$ cat src/rtl/plab2_proc_shared_mul_arbiter_pkg.sv
// plab2_proc_shared_mul_arbiter_pkg: shared state encoding and multiplier message widths
package plab2_proc_shared_mul_arbiter_pkg;
    typedef enum logic {STATE_IDLE = 1'b0, STATE_BUSY = 1'b1} state_t;
    localparam int MUL_FUNC_NBITS = 3;
    localparam int MUL_DATA_NBITS = 32;
    localparam int MUL_MSG_NBITS  = MUL_FUNC_NBITS + 2 * MUL_DATA_NBITS;
    function automatic int idx_nbits(input int n);
        return n > 1 ? $clog2(n) : 1;
    endfunction
endpackage

$ cat src/rtl/plab2_proc_shared_mul_arbiter_rr_arbiter.sv
// plab2_proc_rr_arbiter: round-robin grant starting at a registered priority pointer
module plab2_proc_rr_arbiter
    import plab2_proc_shared_mul_arbiter_pkg::*;
#(
    parameter int p_num_reqs = 4
) (
    input  logic                                 clk,
    input  logic                                 reset,
    input  logic [p_num_reqs-1:0]                reqs,
    input  logic                                 en,
    output logic [p_num_reqs-1:0]                grant,
    output logic [idx_nbits(p_num_reqs)-1:0]     grant_idx
);
    localparam int W = idx_nbits(p_num_reqs);
    logic [W-1:0] ptr;
    logic [W-1:0] j;
    always_comb begin
        grant_idx = '0;
        j = '0;
        for (int k = p_num_reqs - 1; k >= 0; k--) begin
            j = W'((int'(ptr) + k) % p_num_reqs);
            grant_idx = reqs[j] ? j : grant_idx;
        end
        grant = |reqs ? p_num_reqs'(1) << grant_idx : '0;
    end
    always_ff @(posedge clk)
        if (reset) ptr <= '0;
        else if (en) ptr <= grant_idx == W'(p_num_reqs - 1) ? '0 : grant_idx + 1'b1;
endmodule

$ cat src/rtl/plab2_proc_shared_mul_arbiter.sv
// plab2_proc_shared_mul_arbiter: shares one iterative multiplier among cores, one op in flight
module plab2_proc_shared_mul_arbiter
    import plab2_proc_shared_mul_arbiter_pkg::*;
#(
    parameter int p_num_reqs   = 4,
    parameter int p_msg_nbits  = MUL_MSG_NBITS,
    parameter int p_data_nbits = MUL_DATA_NBITS
) (
    input  logic                              clk,
    input  logic                              reset,
    input  logic [p_num_reqs-1:0]             req_val,
    output logic [p_num_reqs-1:0]             req_rdy,
    input  logic [p_num_reqs*p_msg_nbits-1:0] req_msg,
    output logic [p_num_reqs-1:0]             resp_val,
    input  logic [p_num_reqs-1:0]             resp_rdy,
    output logic [p_data_nbits-1:0]           resp_msg,
    output logic                              mul_in_val,
    input  logic                              mul_in_rdy,
    output logic [p_msg_nbits-1:0]            mul_in_msg,
    input  logic                              mul_out_val,
    output logic                              mul_out_rdy,
    input  logic [p_data_nbits-1:0]           mul_out_msg,
    output logic                              busy,
    output logic [idx_nbits(p_num_reqs)-1:0]  owner
);
    localparam int W = idx_nbits(p_num_reqs);
    state_t state;
    logic idle, active, issue_fire, resp_fire;
    logic [p_num_reqs-1:0] grant;
    logic [W-1:0] grant_idx;
    logic [p_msg_nbits-1:0] msgs [p_num_reqs];

    for (genvar i = 0; i < p_num_reqs; i++) begin : g_msg
        assign msgs[i] = req_msg[i*p_msg_nbits +: p_msg_nbits];
    end

    plab2_proc_rr_arbiter #(.p_num_reqs(p_num_reqs)) arb (
        .clk       (clk),
        .reset     (reset),
        .reqs      (req_val),
        .en        (issue_fire),
        .grant     (grant),
        .grant_idx (grant_idx)
    );

    assign idle        = !reset && state == STATE_IDLE;
    assign active      = !reset && state == STATE_BUSY;
    assign mul_in_val  = idle && |req_val;
    assign mul_in_msg  = msgs[grant_idx];
    assign req_rdy     = idle && mul_in_rdy ? grant : '0;
    assign issue_fire  = mul_in_val && mul_in_rdy;
    assign resp_val    = active ? p_num_reqs'(mul_out_val) << owner : '0;
    assign mul_out_rdy = active && resp_rdy[owner];
    assign resp_msg    = mul_out_msg;
    assign resp_fire   = mul_out_val && mul_out_rdy;

    // a response fire never overlaps an issue: issue is only possible while idle
    always_ff @(posedge clk)
        if (reset) begin
            state <= STATE_IDLE;
            owner <= '0;
            busy  <= 1'b0;
        end else if (issue_fire) begin
            state <= STATE_BUSY;
            owner <= grant_idx;
            busy  <= 1'b1;
        end else if (resp_fire) begin
            state <= STATE_IDLE;
            busy  <= 1'b0;
        end
endmodule

$ cat config.mk
export PLATFORM = sky130hd
export DESIGN_NAME = plab2_proc_shared_mul_arbiter
export DESIGN_NICKNAME = d
export VERILOG_FILES = /design/src/rtl/plab2_proc_shared_mul_arbiter_pkg.sv /design/src/rtl/plab2_proc_shared_mul_arbiter_rr_arbiter.sv /design/src/rtl/plab2_proc_shared_mul_arbiter.sv
export SDC_FILE = /design/constraint.sdc
export NUM_CORES = 1
export LEC_CHECK = 0
export ABC_AREA = 1
export BUFFER_PORTS_ARGS = -buffer_cell sky130_fd_sc_hd__buf_4
export CORE_AREA = 2 2 167 169
export DETAILED_ROUTE_END_ITERATION = 8
export DIE_AREA = 0 0 169 171
export PLACE_DENSITY = 0.45
export REMOVE_ABC_BUFFERS = 1
export SETUP_SLACK_MARGIN = 0.1
export SYNTH_ARGS = -nofsm -noshare
export SYNTH_HDL_FRONTEND = slang
export SYNTH_SLANG_ARGS = --single-unit
$ cat constraint.sdc
create_clock -name clk -period 3.38 [get_ports clk]
set_input_delay 0.169 -clock clk [delete_from_list [all_inputs] [get_ports clk]]
set_output_delay 0.169 -clock clk [all_outputs]
set_load 0.02 [all_outputs]
Word level (Yosys, flattened, before mapping)
Index checks and enable logic that the tools add are counted.
W data, S select, Z words.
Cells by class
  add/sub/neg operators: 4
  magnitude comparators: 6
  eq/ne operators: 1
  shift operators: 2
  multiplexer cells: 23
  bitwise logic cells: 2
  reductions and logical operators: 10
Operator list (count)
  $bmux W67 S2: 1
  $mux W67: 2
  $lt A2 B3 Y1 const B: 5
  $mux W4: 3
  $bmux W1 S2: 5
  $mux W2: 5
  $logic_and A1 B1 Y1: 7
  $mux W1: 7
  $add A2 B1 Y2 const B: 2
  $add A2 B2 Y2 const B: 2
  $reduce_or A4 Y1: 1
  $shl A1 B2 Y4: 1
  $shl A1 B2 Y4 const A: 1
  $ge A3 B3 Y1 const B: 1
  $not A2 Y3: 1
  $eq A2 B2 Y1 const B: 1
  $reduce_bool A2 Y1: 1
  $logic_not A1 Y1: 1
  $not A1 Y1: 1
Word-level totals
  bits in registers: 5
  input bits: 312
  output and inout bits: 112
  word-level logic and storage cells: 51

Logic depth before layout (Yosys ltp)
  depth after elaboration: 11
  mapped depth: 13
  gate-level depth less buffers: 12

Hierarchy
From an unflattened synthesis, not the netlist that was laid out.
Second synthesis, totals
  cells, all modules: 525
  area, all modules: 2765.2 um^2
Modules (own cells, without submodules)
  plab2_proc_shared_mul_arbiter: times used 1, cells an instance 464, area each 2408.6 um^2, seq. area each 60.1 um^2
  plab2_proc_rr_arbiter: times used 1, cells an instance 61, area each 356.6 um^2, seq. area each 40.0 um^2

Least setup slack after synthesis
OpenSTA, ideal clock, no wires.
  path type: register to output
  start point: register arb.ptr[0]
  end point: output req_rdy[2]
  arrival: 1.857 ns
  required time: 3.211 ns
  setup slack: 1.354 ns
  stages on the path, launching flop included: 12
  path buffers: 2
  path through: dfxtp_1 > buf_6 > nand2_1 > o21ai_1 > nand2_1 > nand2_1 > nand2_1 > o21ai_2 > buf_1 > ha_1 > inv_1 > nor2_1
On the way
  cells in the longest elaborated chain, start to end: 10
  elaborated cells between the ends (all ways): 18
  classes of those cells: add/sub: 3; shift: 1; mux: 14
RTL lines
  start: declaration: line plab2_proc_shared_mul_arbiter_rr_arbiter.sv:15  | logic [W-1:0] ptr;
  start signal: assignment: line plab2_proc_shared_mul_arbiter_rr_arbiter.sv:28  | else if (en) ptr <= grant_idx == W'(p_num_reqs - 1) ? '0 : grant_idx + 1'b1;
  $add A2 B2 Y2: line plab2_proc_shared_mul_arbiter_rr_arbiter.sv:21  | j = W'((int'(ptr) + k) % p_num_reqs);
  $bmux W1 S2: line plab2_proc_shared_mul_arbiter_rr_arbiter.sv:22  | grant_idx = reqs[j] ? j : grant_idx;
  $mux W1 (implied by the code): line plab2_proc_shared_mul_arbiter_rr_arbiter.sv:22
  $mux W2 (3 in series): line plab2_proc_shared_mul_arbiter_rr_arbiter.sv:22
  $mux W2 *: line plab2_proc_shared_mul_arbiter_rr_arbiter.sv:22
  $shl A1 B2 Y4 *: line plab2_proc_shared_mul_arbiter_rr_arbiter.sv:24  | grant = |reqs ? p_num_reqs'(1) << grant_idx : '0;
  $mux W4 *: line plab2_proc_shared_mul_arbiter_rr_arbiter.sv:24
  $mux W4 *: line plab2_proc_shared_mul_arbiter.sv:50  | assign req_rdy = idle && mul_in_rdy ? grant : '0;
  end: declaration: line plab2_proc_shared_mul_arbiter.sv:12  | output logic [p_num_reqs-1:0] req_rdy,
Mark *: on every way between the ends. The rest lies on a longest branch, timed or not. The select of a mux whose other input is x is not followed.

Worst setup path after layout
  start point: register arb.ptr[0]
  end point: output mul_in_msg[3]
On the way
  cells in the longest elaborated chain, start to end: 11
  elaborated cells between the ends (all ways): 19
  classes of those cells: add/sub: 3; mux: 15; bitwise: 1
RTL lines
  $add A2 B2 Y2: line plab2_proc_shared_mul_arbiter_rr_arbiter.sv:21
  $bmux W1 S2: line plab2_proc_shared_mul_arbiter_rr_arbiter.sv:22
  $mux W1 (implied by the code): line plab2_proc_shared_mul_arbiter_rr_arbiter.sv:22
  $mux W2 (3 in series): line plab2_proc_shared_mul_arbiter_rr_arbiter.sv:22
  $mux W2 *: line plab2_proc_shared_mul_arbiter_rr_arbiter.sv:22
  $not A2 Y3 (implied by the code) *: line plab2_proc_shared_mul_arbiter.sv:49  | assign mul_in_msg = msgs[grant_idx];
  $bmux W67 S2 *: line plab2_proc_shared_mul_arbiter.sv:49
  $mux W67 (implied by the code) * (2 in series): line plab2_proc_shared_mul_arbiter.sv:49
  end: declaration: line plab2_proc_shared_mul_arbiter.sv:19  | output logic [p_msg_nbits-1:0] mul_in_msg,
Marks and branches as above.

==> flow_results.org <==
** Floorplanning
- Full die area :: 28900 um^2
- Chip Width :: 169 um
- In this run the vertical extent of the chip is 171 um.
- Std cell rows :: 61
- Count of boundary I/O pins :: 424
- Initial standard-cell utilization of the core :: 0.151
- The floorplan step defined a core boundary enclosing 27300 um^2.

** Worst setup path
- Worst Path Required :: 3210 ps
- The critical path is of the flip-flop to primary output type.
- Critical Path Source Type :: flip-flop
- Crit path arrival time :: 2650 ps
- Internal reg-to-reg setup slack :: 1160 ps
- The number of cells on the worst reg-to-reg path is 11.
- End of the worst register-to-register path :: arb.ptr[1]
- Largest fanout on the critical path :: 135
- Worst Setup End Kind :: primary output
- The startpoint identified for the worst register-to-register timing path is arb.ptr[0].

** Synthesis
- Mean cell area of the mapped netlist :: 4.51 um^2
- Biggest area contributors in the synthesized netlist :: nand3_1, inv_1, nand2_1
- The Yosys step of the flow raised 0 warnings.
- Unique masters post-synth :: 23
- Synthesized area :: 4130 um^2
- The compound-gate portion of the synthesized area came to 0.0167.
- The largest total area in the synthesized netlist belongs to nand3_1.
- The share of the Yosys chip area taken by registers is 0.0242.
- Post-synthesis mux area share :: 0
- Of the total synthesized cell area, the portion taken by full adders, half adders and majority gates is 0.00606.
- The share of synthesized area in the top cell type comes to 0.335.
- Synthesis produced 916 cells.
- Of the total synthesized cell area, the portion taken by XOR and XNOR cells is 0.00212.
- The synthesized design contains 5 register bits.
- Of the total synthesized cell area, the portion taken by AND, OR, NAND and NOR gates is 0.561.
- After synthesis, the largest family of logic cells by area is simple AND/OR/NAND/NOR gates.

** Clock tree
- Hold repair after CTS inserted 0 buffers.
- The clock reaches the later pin of the worst-skew pair after 230 ps.
- The tree is rooted in a clkbuf_16.
- Counting along the longest clock path gives a buffer depth of 2.
- Post-CTS resize count :: 0
- Count of buffers added by post-CTS timing repair for setup :: 0
- Clock Sink Count :: 5
- Clock slew at the register clock pins of the worst setup and hold paths :: 30 ps
- CTS buffer count :: 3
- H-tree lvl count :: 1
- TritonCTS clock tree :: done

** Outcome
- Outcome :: finished, final reports clean

** Global routing
- For this run, the total global-route usage over all layers was measured as 0.137.
- Entering global routing, the biggest net connects 136 pins.
- Global-route wire length before repair :: 31900 um
- After global routing the overflow that remains totals 0.
- Vias in the first global route :: 6066
- Initial antenna violation count :: 0

** Worst hold path
- The worst hold path begins at reset.
- Hold worst-path end :: arb.ptr[0]
- Cell count of the worst hold path :: 2
- Type of the most critical hold path :: input pin to flip-flop

** Drt
- Vias after detailed routing :: 6306
- Final routed wire length divided by cell count :: 13.7 um
- Post-detailed-route via-to-cell ratio :: 4.08
- Drt first pass iters :: 4
- Number of routed nets with antenna violations :: 0
- After the first detailed-routing iteration, the DRC count stood at 251.
- DRC viols :: 0
- Wire length reported by the detailed router :: 21200 um

** Placed design
- The number of placed instances, taps included, is 1541.
- Final weighted congestion in routability-driven placement :: 0.831
- Number of I/O port buffers :: 359
- In this run the cell area measured after placement is 6900 um^2.
- The HPWL after detailed placement is 16100 um.

** Pwr
- Sw power :: 1.34 mW
- Sequential cell fraction of total power :: 0.031
- Dividing total power by cell area gives a power density of 357 nW/um^2.
- In this run the static leakage power is 4.65 nW.
- Total internal power :: 1.15 mW
- The share of total power dissipated in combinational logic is 0.889.
- Clock power share :: 0.080
- Of the total power, the share spent switching nets is 0.539.
- VDD sags by at most 0.178 mV.

** Timing
- Subtracting the final worst setup slack from the clock period gives 2820 ps.
- In the finished design, the share of the clock period the worst path needs comes to 0.835.
- Final clock skew :: 0.579 ps
- The number of pins with negative max-slew slack in the final report is 0.
- Final-report hold violation count :: 0
- At the pin with the least slew margin, the transition time is 645 ps.
- Setup repair after global routing left no endpoint under its margin.
- Based on the critical path, the design can be clocked at up to 354 MHz.
- # setup viols final :: 0
- Headroom to the max-slew limit came out at 0.570.

** Layout
- Number of standard cells in the final layout excluding fillers :: 1545
- With fillers left out, the area of the finished cells amounts to 6980 um^2.
- Area grow syn2layout :: 69.0%
- Net count reported at finish :: 1514
- Total inserted antenna cells :: 0
- Of the cells placed in the final design, the portion with a size suffix greater than 1 is 0.316.

** Job
- Max-cap violation count :: 0
-- cells in the mapped netlist --
cell      number
dfxtp_1        5
nor3_1         4
o21ai_2        1
buf_1          2
nor2_1         7
o21ai_1        1
a21oi_1        4
a32o_1         1
buf_4         40
buf_6          2
nand3_1      276
nand2_2        1
nand2_4        1
nor4_1         1
inv_2          2
or2_2          1
nand2_1      229
ha_1           2
inv_1        284
clkbuf_1      21
xnor2_1        1
o21ai_0        5
buf_2         25
-- metrics by stage --
stage	setup slack, ps	util	setup TNS (ps)	power (mW)	hold WS, ps
finish	558	0.255	0	2.49	135
floorplan	-2520	-	-163330	1.31	238
CTS	507	0.255	0	2.53	137
global placement	815	0.252	0	2.33	338
global route	358	0.255	0	2.74	140
detailed placement	749	0.252	0	2.33	338
-- power groups by stage --
stage	logic (mW)	clock network, mW	registers (mW)
5_1_grt	2.45	0.207	0.0782
6_report	2.22	0.199	0.0771
3_3_place_gp	2.25	0	0.0783
2_1_floorplan	1.23	0	0.0815
4_1_cts	2.26	0.200	0.0771
3_5_place_dp	2.25	0	0.0780
-- registers in the layout (all words and copies together) (netlist names) --
name and count:
arb.ptr 2, owner 2, state 1
-- cell usage in the layout, fill, tap and decap left out --
master	Yosys	final
a32o_1	1	1
nand2_1	229	229
inv_2	2	2
xnor2_1	1	1
nand3_4	0	1
clkbuf_16	0	3
inv_1	284	284
nor3_1	4	4
o21ai_4	0	1
or2_2	1	1
nor4_1	1	1
nand3_1	276	275
buf_12	0	6
o21ai_0	5	5
dfxtp_1	5	5
a21oi_1	4	4
o21ai_1	1	1
ha_1	2	2
clkbuf_1	21	1
nor2_1	7	7
buf_4	40	363
nand2_4	1	2
-- cell type report --
type	instances	area [um^2]
clock buffer	4	78.8
fill	3258	20300
sequential	5	100
inverter	286	1070
tap	346	433
multi-input combinational	535	2440
timing repair buffer	369	2850
-- cells by family after synthesis --
group / Yosys count
AO/OA/AOI/OAI: 12
XOR/XNOR: 1
adder cells (fa/ha/maj): 2
buffers and inverters: 376
flip-flops: 5
AND/OR/NAND/NOR: 520
-- metal layers --
layer / routed length, um / part of all wire / GRT usage
met1: 8810 / 0.42 / 0.165
met2: 9520 / 0.45 / 0.226
met3: 2310 / 0.11 / 0.0551
met5: 98 / 0.0046 / 0.0313
met4: 423 / 0.020 / 0.0301
-- worst max path at each step --
stage	from	to	slack, ps	cells past startpoint
5_1_grt	arb.ptr[0]	mul_in_msg[3]	360	11
3_5_place_dp	arb.ptr[0]	mul_in_msg[3]	750	11
4_1_cts	arb.ptr[0]	mul_in_msg[3]	510	11
3_3_place_gp	arb.ptr[0]	mul_in_msg[3]	820	11
2_1_floorplan	arb.ptr[0]	req_rdy[3]	-2520	9
6_report	arb.ptr[0]	mul_in_msg[3]	560	11
-- critical path: stages, from the launching register on --
cell	delay, ps
dfxtp_1	500
buf_4	200
xnor2_1	120
nand2_1	90
nand3_1	150
nand2_1	110
nand2_4	90
buf_12	440
nand3_1	240
nand3_1	160
nand2_1	60
buf_4	150
(Power assumes the default switching activity.)
